===== src/rtl/grf_wb_scheduler.sv =====
// Writeback arbiter for the single GRF write port: ALU has fixed priority, MDU waits.
// The pending scoreboard stalls issue on RAW/WAW hazards until the write commits.
module grf_wb_scheduler #(
   parameter int unsigned STARVE_LIMIT = 4
) (
   input  logic        clk,
   input  logic        reset,
   input  logic        iss_valid,
   input  logic [4:0]  iss_rs,
   input  logic [4:0]  iss_rt,
   input  logic        iss_use_rs,
   input  logic        iss_use_rt,
   input  logic        iss_wr,
   input  logic [4:0]  iss_rd,
   input  logic        iss_long,
   input  logic        mdu_busy,
   output logic        iss_stall,
   input  logic        alu_wb_valid,
   input  logic [4:0]  alu_wb_rd,
   input  logic [31:0] alu_wb_data,
   input  logic [31:0] alu_wb_pc,
   input  logic        mdu_wb_valid,
   input  logic [4:0]  mdu_wb_rd,
   input  logic [31:0] mdu_wb_data,
   input  logic [31:0] mdu_wb_pc,
   output logic        mdu_wb_ready,
   output logic        grf_we,
   output logic [4:0]  grf_rw,
   output logic [31:0] grf_wd,
   output logic [31:0] grf_pc,
   output logic [31:0] pending
);

   localparam int unsigned CW = $clog2(STARVE_LIMIT + 1);
   localparam logic [CW-1:0] LIMIT_C = CW'(STARVE_LIMIT);

   logic [31:0]   pending_q, pending_d;
   logic [CW-1:0] starve_q, starve_d;
   logic          we_q, we_d;
   logic [4:0]    rw_q, rw_d;
   logic [31:0]   wd_q, wd_d;
   logic [31:0]   pc_q, pc_d;

   logic raw_rs, raw_rt, waw, structural, starved, hazard, accept;
   logic grant_alu, grant_mdu;

   always_comb begin
      raw_rs     = iss_use_rs && (iss_rs != 5'd0) && pending_q[iss_rs];
      raw_rt     = iss_use_rt && (iss_rt != 5'd0) && pending_q[iss_rt];
      waw        = iss_wr && (iss_rd != 5'd0) && pending_q[iss_rd];
      structural = iss_long && mdu_busy;
      starved    = (starve_q >= LIMIT_C);
      hazard     = raw_rs || raw_rt || waw || structural || starved;
      iss_stall  = reset || (iss_valid && hazard);
      accept     = iss_valid && !iss_stall;

      grant_alu    = alu_wb_valid;
      grant_mdu    = !alu_wb_valid && mdu_wb_valid && !reset;
      mdu_wb_ready = grant_mdu;

      // Clear for the committing write first so a same-edge set takes precedence.
      pending_d = pending_q;
      if (we_q) pending_d[rw_q] = 1'b0;
      if (accept && iss_wr && (iss_rd != 5'd0)) pending_d[iss_rd] = 1'b1;
      pending_d[0] = 1'b0;

      starve_d = starve_q;
      if (!mdu_wb_valid || grant_mdu) starve_d = '0;
      else if (alu_wb_valid && (starve_q < LIMIT_C)) starve_d = starve_q + 1'b1;

      we_d = 1'b0;
      rw_d = rw_q;
      wd_d = wd_q;
      pc_d = pc_q;
      if (grant_alu) begin
         we_d = (alu_wb_rd != 5'd0);
         rw_d = alu_wb_rd;
         wd_d = alu_wb_data;
         pc_d = alu_wb_pc;
      end else if (grant_mdu) begin
         we_d = (mdu_wb_rd != 5'd0);
         rw_d = mdu_wb_rd;
         wd_d = mdu_wb_data;
         pc_d = mdu_wb_pc;
      end
   end

   always_ff @(posedge clk) begin
      if (reset) begin
         pending_q <= '0;
         starve_q  <= '0;
         we_q      <= 1'b0;
         rw_q      <= '0;
         wd_q      <= '0;
         pc_q      <= '0;
      end else begin
         pending_q <= pending_d;
         starve_q  <= starve_d;
         we_q      <= we_d;
         rw_q      <= rw_d;
         wd_q      <= wd_d;
         pc_q      <= pc_d;
      end
   end

   assign grf_we  = we_q;
   assign grf_rw  = rw_q;
   assign grf_wd  = wd_q;
   assign grf_pc  = pc_q;
   assign pending = pending_q;

endmodule


===== config.mk =====
export PLATFORM = sky130hd
export DESIGN_NAME = grf_wb_scheduler
export DESIGN_NICKNAME = d
export VERILOG_FILES = /design/src/rtl/grf_wb_scheduler.sv
export SDC_FILE = /design/constraint.sdc
export NUM_CORES = 1
export LEC_CHECK = 0
export ABC_AREA = 1
export BUFFER_PORTS_ARGS = -buffer_cell sky130_fd_sc_hd__buf_2
export CAP_MARGIN = 20
export CORE_MARGIN = 2
export CORE_UTILIZATION = 43
export CTS_CLUSTER_SIZE = 20
export DETAILED_ROUTE_END_ITERATION = 8
export PLACE_DENSITY_LB_ADDON = 0.25
export REMOVE_ABC_BUFFERS = 1
export SKIP_LAST_GASP = 1
export SLEW_MARGIN = 30
export SYNTH_ARGS = -nofsm -noshare
export SYNTH_HDL_FRONTEND = slang
export SYNTH_SLANG_ARGS = --single-unit

===== constraint.sdc =====
create_clock -name clk -period 1.5 [get_ports clk]
set_clock_uncertainty 0.05 [all_clocks]
set_input_delay 0.075 -clock clk [delete_from_list [all_inputs] [get_ports clk]]
set_output_delay 0.075 -clock clk [all_outputs]
set_load 0.005 [all_outputs]

==> flow_metrics.env, run 1 <==
export IMPL_status="finished, violations left"
export IMPL_violations="hold timing, setup timing"
export IMPL_synth_edf_count=0
export IMPL_drc=0
export IMPL_min_from="alu_wb_data[5]"
export IMPL_ir_worst_vdd_v=0.000632
export IMPL_postSynthAreaPerCell_um2=6.38
export IMPL_clockBufferDepth=2
export IMPL_synth_area_um2=5660
export IMPL_drv_slew=0
export IMPL_drive_above_1_share_pct=28.7
export IMPL_rows=41
export IMPL_ys_seq_area_share_pct=36.8
export IMPL_path_clk_slew_ns=0.08
export IMPL_cap_violations=0
export IMPL_fmax_ghz=0.510
export IMPL_synth_warnings=0
export IMPL_fin_crit_sh_pct=131
export IMPL_area_delta_synth_final_pct=63.8
export IMPL_leakagePower_nw=4.51
export IMPL_routed_wl_um=27200
export IMPL_ios=267
export IMPL_period_needed_ns=1.96
export IMPL_grtUsageMet3_pct=8.64
export IMPL_track_usage_pct=37.5
export IMPL_die_w_um=119
export IMPL_use_met1_pct=41.3
export IMPL_grt_max_degree=98
export IMPL_async_reset_ff_share_pct=0
export IMPL_grt_pass1_wl_um=42400
export IMPL_instances_no_fill=1487
export IMPL_rrSetupSlack_ns=-0.39
export IMPL_final_cell_mix="286 x nand2_1, 264 x buf_2, 134 x dlygate4sd3_1, 100 x o21ai_0, 98 x dfxtp_1"
export IMPL_cts_buffers=9
export IMPL_cts_sinks=104
export IMPL_clk_latency_ns=0.34
export IMPL_crit_slowest_cell="dfxtp_1"
export IMPL_detail_route_antenna_nets=0
export IMPL_placed_cells=1327
export IMPL_cts_tree="built"
export IMPL_mostFrequentLayoutCell="nand2_1"
export IMPL_drt_iter0_drc=990
export IMPL_final_hold_viol_count=1
export IMPL_r2r_start="pending[20]$_SDFF_PP0_"
export IMPL_setup_ws_ns=-0.461
export IMPL_power_mw=7.21
export IMPL_grt_antenna_before_repair=2
export IMPL_start_util_pct=44.5
export IMPL_num_vias=8475
export IMPL_io_buffer_count=265
export IMPL_fin_nets=1472
export IMPL_critical_path_top_delay_family="simple AND/OR/NAND/NOR gates"
export IMPL_cp_common_cell="nand3_1"
export IMPL_startpoint="pending[25]$_SDFF_PP0_"
export IMPL_cts_htree_levels=3
export IMPL_p_per_area_nw_per_um2=778
export IMPL_use_met2_pct=63.5
export IMPL_routedWlPerCell_um=18.3
export IMPL_place_congestion=0.898
export IMPL_busiest_layer="met2"
export IMPL_synthCells=887
export IMPL_holdWs_ns=-0.0140
export IMPL_gr_total_overflow=0
export IMPL_path_cells="inv_1 > nand2_1 > nand3_1 > nand3_1 > nand3_1 > nand2_1 > nand3_1 > nand4_1 > nand2_2 > buf_12 > nand2_4 > buf_6"
export IMPL_coreArea_um2=12700
export IMPL_r2r_end="pending[11]$_SDFF_PP0_"
export IMPL_setup_worst_path_end="iss_stall"
export IMPL_grt_pass1_vias=8441
export IMPL_setup_viol=37
export IMPL_synth_seq_cells=104
export IMPL_crit_cells=12
export IMPL_path_buf_inv=3
export IMPL_cp_arrival_ns=1.84
export IMPL_design_die_area_um2=14100
export IMPL_fp_dieH_um=119
export IMPL_ys_types=29
export IMPL_cp_required_ns=1.37
export IMPL_synthFlopType="dfxtp_1"
export IMPL_cp_max_fo=4
export IMPL_clockRootBuffer="clkbuf_16"
export IMPL_rsz0062_at_grt="true"
export IMPL_cp_start_kind="flop"
export IMPL_critPathMaxStageDelay_ns=0.45
export IMPL_post_drt_via_cell_ratio=5.70
export IMPL_hp_class="in -> reg"
export IMPL_dpl_hpwl_um=15200
export IMPL_path_class="reg -> out"
export IMPL_end_kind="output port"
export IMPL_firstDrtPassIters=5
export IMPL_worstRegToRegCells=12
[power breakdown]
group | internal, mW | switching [mW] | total (mW)
Combinational | 0.821 | 0.897 | 1.72
Sequential | 2.91 | 0.109 | 3.02
Clock | 1.39 | 1.08 | 2.47
Total | 5.13 | 2.08 | 7.21
[synthesized netlist by cell type (9+ instances only)]
cell type    n  area (um^2)
nand4_1     33          206
dfxtp_1    104         2080
a31oi_1     68          425
clkbuf_1    34          128
a21oi_1     36          180
nand3_1     51          255
buf_2       16         80.1
nand2_1    288         1080
inv_1       52          195
o21ai_0    100          500
nor3_1       9         45.0
nor2_1      59          221
[kinds of logic after synthesis]
logic type,synth area share (%)
AO/OA/AOI/OAI,20.7
buffers and inverters,9.20
AND/OR/NAND/NOR,32.8
flip-flops,36.8
XOR/XNOR,0.155
other,0.0663
adder cells (fa/ha/maj),0.221
[worst min path at each step]
stage	slack, ns	to	cells past startpoint
after floorplan	0.09	pending[10]$_SDFF_PP0_	1
after global placement	0.29	grf_pc[11]$_SDFFE_PP0P_	3
after detailed placement	0.30	grf_pc[31]$_SDFFE_PP0P_	3
after CTS	0.02	starve_q[0]$_SDFFE_PP0P_	3
after global routing	0.03	grf_wd[19]$_SDFFE_PP0P_	3
final	-0.01	grf_wd[5]$_SDFFE_PP0P_	3
[per-stage QoR]
step                setup TNS [ns]  worst slack (ns)  utilization, %  cell area [um^2]
global placement             -6.73            -0.216            58.7              7470
floorplan                   -73.32             -1.03               -              5360
finish                      -10.84            -0.461            72.8              9270
detailed placement           -8.86            -0.293            58.7              7470
global route                -15.87            -0.584            72.8              9270
CTS                         -10.51            -0.445            72.5              9220
[metal layers]
layer / part of all wire [%] / vias up
met3: 11 / 199
met2: 47 / 679
met4: 7.4 / 0
met1: 35 / 3773
li1: - / 3824
met5: 0 / -
[area by class of cell]
type / instances / area (um^2)
timing repair buffer: 471 / 3330
tap: 172 / 215
fill: 971 / 3460
clock inverter: 4 / 52.6
sequential: 104 / 2090
multi-input combinational: 663 / 3080
inverter: 59 / 226
antenna: 2 / 5.00
clock buffer: 12 / 256
[registers in the layout (all words and copies together), names as in the netlist]
register / flops
grf_pc: 32
grf_wd: 32
pending: 31
grf_rw: 5
starve_q: 3
grf_we: 1
[what timing repair did]
action / 4_1_cts / 5_1_grt
hold endpoints to repair: 69 / 0
pin swaps: 7 / 2
gates cloned: 0 / 0
resized for setup: 11 / 13
buffers inserted: 4 / 4
hold buffers: 137 / 0
setup endpoints to repair: 32 / 52
[worst register-to-register path: stages, from the launching register on]
cell and delay (ns):
dfxtp_4 0.36, or2_4 0.25, nand3_2 0.07, a21oi_2 0.07, nor2_1 0.13, nand2_1 0.07, nand3_1 0.06, nand4_1 0.09
nand2_2 0.11, buf_12 0.12, buf_6 0.16, nand4_1 0.13, a21oi_1 0.17
(Power assumes the default switching activity.)
==> run 2: changes to the inputs <==
- SETUP_SLACK_MARGIN: default -> 0.02
==> flow_metrics.env, run 2 (synthesis gave the netlist of run 1 again) <==
export IMPL_fp_dieH_um=119
export IMPL_path_clk_slew_ns=0.07
export IMPL_setup_tns_final_ns=-11.21
export IMPL_firstDrtPassIters=7
export IMPL_design_die_area_um2=14100
export IMPL_p_per_area_nw_per_um2=777
export IMPL_hp_class="in -> reg"
export IMPL_area_delta_synth_final_pct=64.2
export IMPL_period_needed_ns=1.96
export IMPL_drt_iter0_drc=993
export IMPL_io_buffer_count=265
export IMPL_setup_ws_ns=-0.463
export IMPL_place_congestion=0.898
export IMPL_hold_end="grf_pc[15]$_SDFFE_PP0P_"
export IMPL_ir_worst_vdd_v=0.000631
export IMPL_ios=267
export IMPL_p_switching_mw=2.09
export IMPL_num_vias=8623
export IMPL_fmax_ghz=0.509
export IMPL_final_cell_mix="286 x nand2_1, 265 x buf_2, 133 x dlygate4sd3_1, 100 x o21ai_0, 98 x dfxtp_1"
export IMPL_cp_max_fo=4
export IMPL_start_util_pct=44.5
export IMPL_fin_crit_sh_pct=131
export IMPL_status="finished, violations left"
export IMPL_fin_nets=1474
export IMPL_mostFrequentLayoutCell="nand2_1"
export IMPL_rsz0062_at_grt="true"
export IMPL_gr_total_overflow=0
export IMPL_violations="hold timing, setup timing"
export IMPL_grt_pass1_vias=8441
export IMPL_rrSetupSlack_ns=-0.40
export IMPL_cts_tree="built"
export IMPL_min_from="alu_wb_pc[15]"
export IMPL_min_path_cells=3
export IMPL_cp_required_ns=1.37
export IMPL_leakagePower_nw=4.53
export IMPL_track_usage_pct=37.5
export IMPL_grt_pass1_wl_um=42400
export IMPL_final_hold_viol_count=2
export IMPL_p_comb_share_pct=24.1
export IMPL_cts_buffers=9
export IMPL_drv_slew=0
export IMPL_p_clk_share_pct=34.0
export IMPL_cap_violations=0
export IMPL_holdWs_ns=-0.0260
export IMPL_internal_power_mw=5.13
export IMPL_clk_latency_ns=0.34
export IMPL_drc=0
export IMPL_sequentialPowerShare_pct=41.9
export IMPL_r2r_start="pending[25]$_SDFF_PP0_"
export IMPL_grt_max_degree=98
export IMPL_cts_htree_levels=3
export IMPL_detail_route_antenna_nets=0
export IMPL_dp_slack_ns=-0.293
export IMPL_rows=41
export IMPL_swShare_pct=28.9
export IMPL_grt_antenna_before_repair=3
export IMPL_cp_start_kind="flop"
export IMPL_setup_viol=38
export IMPL_routedWlPerCell_um=18.6
export IMPL_path_class="reg -> out"
export IMPL_r2r_end="pending[11]$_SDFF_PP0_"
export IMPL_end_kind="output port"
export IMPL_clockBufferDepth=2
export IMPL_cp_arrival_ns=1.84
export IMPL_clockRootBuffer="clkbuf_16"
export IMPL_dpl_hpwl_um=15200
export IMPL_coreArea_um2=12700
export IMPL_routed_wl_um=27700
export IMPL_die_w_um=119
export IMPL_post_drt_via_cell_ratio=5.79
export IMPL_worstRegToRegCells=13
export IMPL_cts_sinks=104
export IMPL_drive_above_1_share_pct=29.0
run 2: routing by layer:
metal	vias to the layer above	track usage (%)	wire, um
met4	0	26.5	2200
met5	-	0	0
met1	3864	41.3	9630
met2	724	63.5	12800
met3	207	8.64	3020
li1	3828	-	-
run 2: timing repair:
| action | CTS | global route |
|---|---|---|
| gates resized for setup | 11 | 14 |
| endpoints found under the hold margin | 69 | 1 |
| cloned | 0 | 1 |
| endpoints found under the setup margin | 32 | 55 |
| setup buffers | 4 | 6 |
| hold buffers | 137 | 1 |
| pin swaps | 7 | 2 |
run 2: final cells by class:
class,instances,area (um^2)
fillers,962,3430
repair buffers,473,3360
multi-input cells,663,3090
flip-flops and latches,104,2090
clock buffers,12,256
inverters,59,226
well taps,172,215
clock inverters,4,52.6
diodes,3,7.51
run 2: worst max path at each step:
stage | start | to | slack, ns | cells after the start
floorplan | reset | grf_rw[1]$_SDFFE_PP0P_ | -1.03 | 7
global placement | iss_rs[0] | pending[23]$_SDFF_PP0_ | -0.22 | 12
detailed placement | iss_rs[0] | pending[26]$_SDFF_PP0_ | -0.29 | 15
CTS | pending[20]$_SDFF_PP0_ | iss_stall | -0.44 | 11
global route | pending[20]$_SDFF_PP0_ | iss_stall | -0.58 | 15
finish | pending[25]$_SDFF_PP0_ | iss_stall | -0.46 | 12
run 2: through the flow:
step | utilization, % | cell area (um^2) | std cells | total power [mW]
4_1_cts | 72.5 | 9220 | 1484 | 7.01
3_5_place_dp | 58.7 | 7470 | 1327 | 4.30
6_report | 73.0 | 9290 | 1490 | 7.22
2_1_floorplan | - | 5360 | 826 | 3.56
5_1_grt | 73.0 | 9290 | 1490 | 7.47
3_3_place_gp | 58.7 | 7470 | 1327 | 4.30
run 2: power by group through the flow:
stage,sequential (mW),clock [mW],combinational [mW]
floorplan,3.07,0,0.487
global placement,3.06,0,1.24
detailed placement,3.06,0,1.25
CTS,3.00,2.45,1.57
global route,3.03,2.58,1.85
finish,3.02,2.45,1.74
run 2: worst max-delay path: stages, from the launching register on:
cell     delay, ns
dfxtp_1       0.45
inv_1         0.09
nand2_1       0.07
nand3_1       0.08
nand3_1       0.14
nand3_1       0.10
nand2_1       0.07
nand3_1       0.06
nand4_1       0.08
nand2_2       0.08
buf_12        0.13
nand2_4       0.05
buf_6         0.10
==> run 3: changes to the inputs <==
- CORE_ASPECT_RATIO: default -> 0.7
- CORE_UTILIZATION: 43 -> 50
- RECOVER_POWER: default -> 25
- clock period: 1.5 -> 2.5 ns (I/O delays scaled with it)
==> flow_metrics.env, run 3 (synthesis gave the netlist of run 1 again) <==
export IMPL_ff_latch_area_um2=2080
export IMPL_clockBufferDepth=2
export IMPL_multi_input_area_um2=3060
export IMPL_rrSetupSlack_ns=0.64
export IMPL_swShare_pct=27.4
export IMPL_area_delta_synth_final_pct=35.4
export IMPL_slew_headroom_pct=38.6
export IMPL_dp_slack_ns=0.480
export IMPL_mostFrequentLayoutCell="nand2_1"
export IMPL_worst_pin_slew_ns=0.921
export IMPL_path_class="in -> reg"
export IMPL_p_comb_share_pct=18.8
export IMPL_p_clk_share_pct=36.8
export IMPL_path_clk_slew_ns=0.07
export IMPL_ir_worst_vdd_v=0.000423
export IMPL_cts_sinks=104
export IMPL_cp_max_fo=110
export IMPL_post_drt_via_cell_ratio=5.60
export IMPL_internal_power_mw=2.95
export IMPL_firstDrtPassIters=5
export IMPL_rows=32
export IMPL_cts_tree="built"
export IMPL_drv_slew=0
export IMPL_cts_setup_buffers=0
export IMPL_detail_route_antenna_nets=0
export IMPL_period_needed_ns=2.22
export IMPL_n_fill_cell=1014
export IMPL_cts_resized_gates=0
export IMPL_ios=267
export IMPL_track_usage_pct=34.1
export IMPL_clockRootBuffer="clkbuf_16"
export IMPL_io_buffer_count=265
export IMPL_design_die_area_um2=12200
export IMPL_leakagePower_nw=3.62
export IMPL_setup_ws_ns=0.282
export IMPL_routed_wl_um=20900
export IMPL_p_switching_mw=1.11
export IMPL_cts_htree_levels=3
export IMPL_fp_dieH_um=93
export IMPL_sequentialPowerShare_pct=44.4
export IMPL_drt_iter0_drc=833
export IMPL_path_buf_inv=4
export IMPL_holdBufCountCts=41
export IMPL_cts_buffers=9
export IMPL_final_cell_mix="288 x nand2_1, 230 x buf_2, 104 x dfxtp_1, 100 x o21ai_0, 68 x a31oi_1"
export IMPL_grt_pass1_vias=6766
export IMPL_fin_nets=1317
export IMPL_start_util_pct=51.4
export IMPL_hp_class="in -> reg"
export IMPL_dpl_hpwl_um=14500
export IMPL_end_kind="flop"
export IMPL_cp_arrival_ns=2.45
export IMPL_routedWlPerCell_um=15.9
export IMPL_p_per_area_nw_per_um2=530
export IMPL_critPathMaxStageDelay_ns=0.57
export IMPL_place_congestion=1.05
export IMPL_path_cells="clkbuf_1 > nor2_2 > nor2_1 > inv_2 > buf_12 > o21ai_0 > a31oi_1 > dlygate4sd3_1"
export IMPL_num_vias=7342
export IMPL_crit_slowest_cell="dlygate4sd3_1"
export IMPL_critical_path_top_delay_family="buffers and inverters"
export IMPL_insertedDiodeCount=0
export IMPL_final_hold_viol_count=0
export IMPL_die_w_um=131
export IMPL_setup_viol=0
export IMPL_rsz0062_at_grt="false"
export IMPL_placed_cells=1254
export IMPL_coreArea_um2=11000
export IMPL_gr_total_overflow=0
export IMPL_fmax_ghz=0.451
export IMPL_cp_required_ns=2.73
export IMPL_drive_above_1_share_pct=23.1
export IMPL_power_mw=4.06
export IMPL_fin_crit_sh_pct=88.7
export IMPL_clk_latency_ns=0.34
export IMPL_drc=0
export IMPL_grt_pass1_wl_um=34100
export IMPL_cp_start_kind="primary input"
export IMPL_status="completed"
export IMPL_grt_max_degree=111
export IMPL_grt_antenna_before_repair=0
export IMPL_cap_violations=0
export IMPL_instances_no_fill=1311
[run 3: changes by cell type in the layout (fill, tap and decap cells not counted), moves of 3 or more]
cell           delta
buf_4            -53
dfxtp_1           +6
a21oi_1           +3
dfxtp_2           -5
buf_2            -35
clkbuf_1         +36
buf_6             -4
buf_12            -7
dlygate4sd3_1    -92
a21oi_2           -3
diode_2           -3
[run 3: area by class of cell]
| cell class | count | area share, % |
|---|---|---|
| multi-input combinational | 663 | 39.9 |
| sequential | 104 | 27.2 |
| timing repair buffer | 316 | 23.4 |
| clock buffer | 11 | 3.04 |
| inverter | 59 | 2.96 |
| tap | 153 | 2.50 |
| clock inverter | 5 | 1.06 |
[run 3: power groups by stage]
stage,Sequential (mW),Clock [mW],Combinational (mW)
5_1_grt,1.81,1.58,0.839
6_report,1.80,1.50,0.763
3_5_place_dp,1.83,0,0.691
3_3_place_gp,1.83,0,0.686
2_1_floorplan,1.84,0,0.292
4_1_cts,1.80,1.52,0.752
[run 3: worst paths after layout]
check	startpoint	end	cells after the start
setup / recovery	alu_wb_valid	grf_pc[28]$_SDFFE_PP0P_	8
hold / removal	mdu_wb_data[8]	grf_wd[8]$_SDFFE_PP0P_	3
setup reg to reg	pending[20]$_SDFF_PP0_	pending[27]$_SDFF_PP0_	11
hold reg to reg	starve_q[1]$_SDFFE_PP0P_	starve_q[1]$_SDFFE_PP0P_	2
[run 3: per-stage QoR]
stage | hold WS, ns | util, % | setup TNS (ns) | area [um^2]
after floorplan | 0.144 | - | -3.70 | 5360
after global placement | 0.346 | 63.4 | 0 | 6980
after detailed placement | 0.351 | 63.4 | 0 | 6980
after CTS | 0.0000835 | 70.0 | 0 | 7710
after global routing | 0.00199 | 69.6 | 0 | 7660
final | 0.00511 | 69.6 | 0 | 7660
[run 3: worst register-to-register path: stages (launching register included)]
cell and delay, ns:
dfxtp_1 0.37, or2_2 0.29, nand3_1 0.09, a21oi_1 0.08, nor2_1 0.10, nand2_1 0.06, nand3_1 0.06, nand4_1 0.09
nand2_2 0.10, buf_12 0.19, nand4_1 0.12, a21oi_1 0.19
[run 3: layer usage]
layer  share of wire, %  global-route usage (%)  wire (um)  vias to the layer above
met5                  0                       0          0                        -
met4                2.8                    12.0        584                        0
met3                 11                    8.94       2260                       51
met2                 44                    52.8       9130                      465
met1                 43                    46.2       8900                     3308
li1                   -                       -          -                     3518
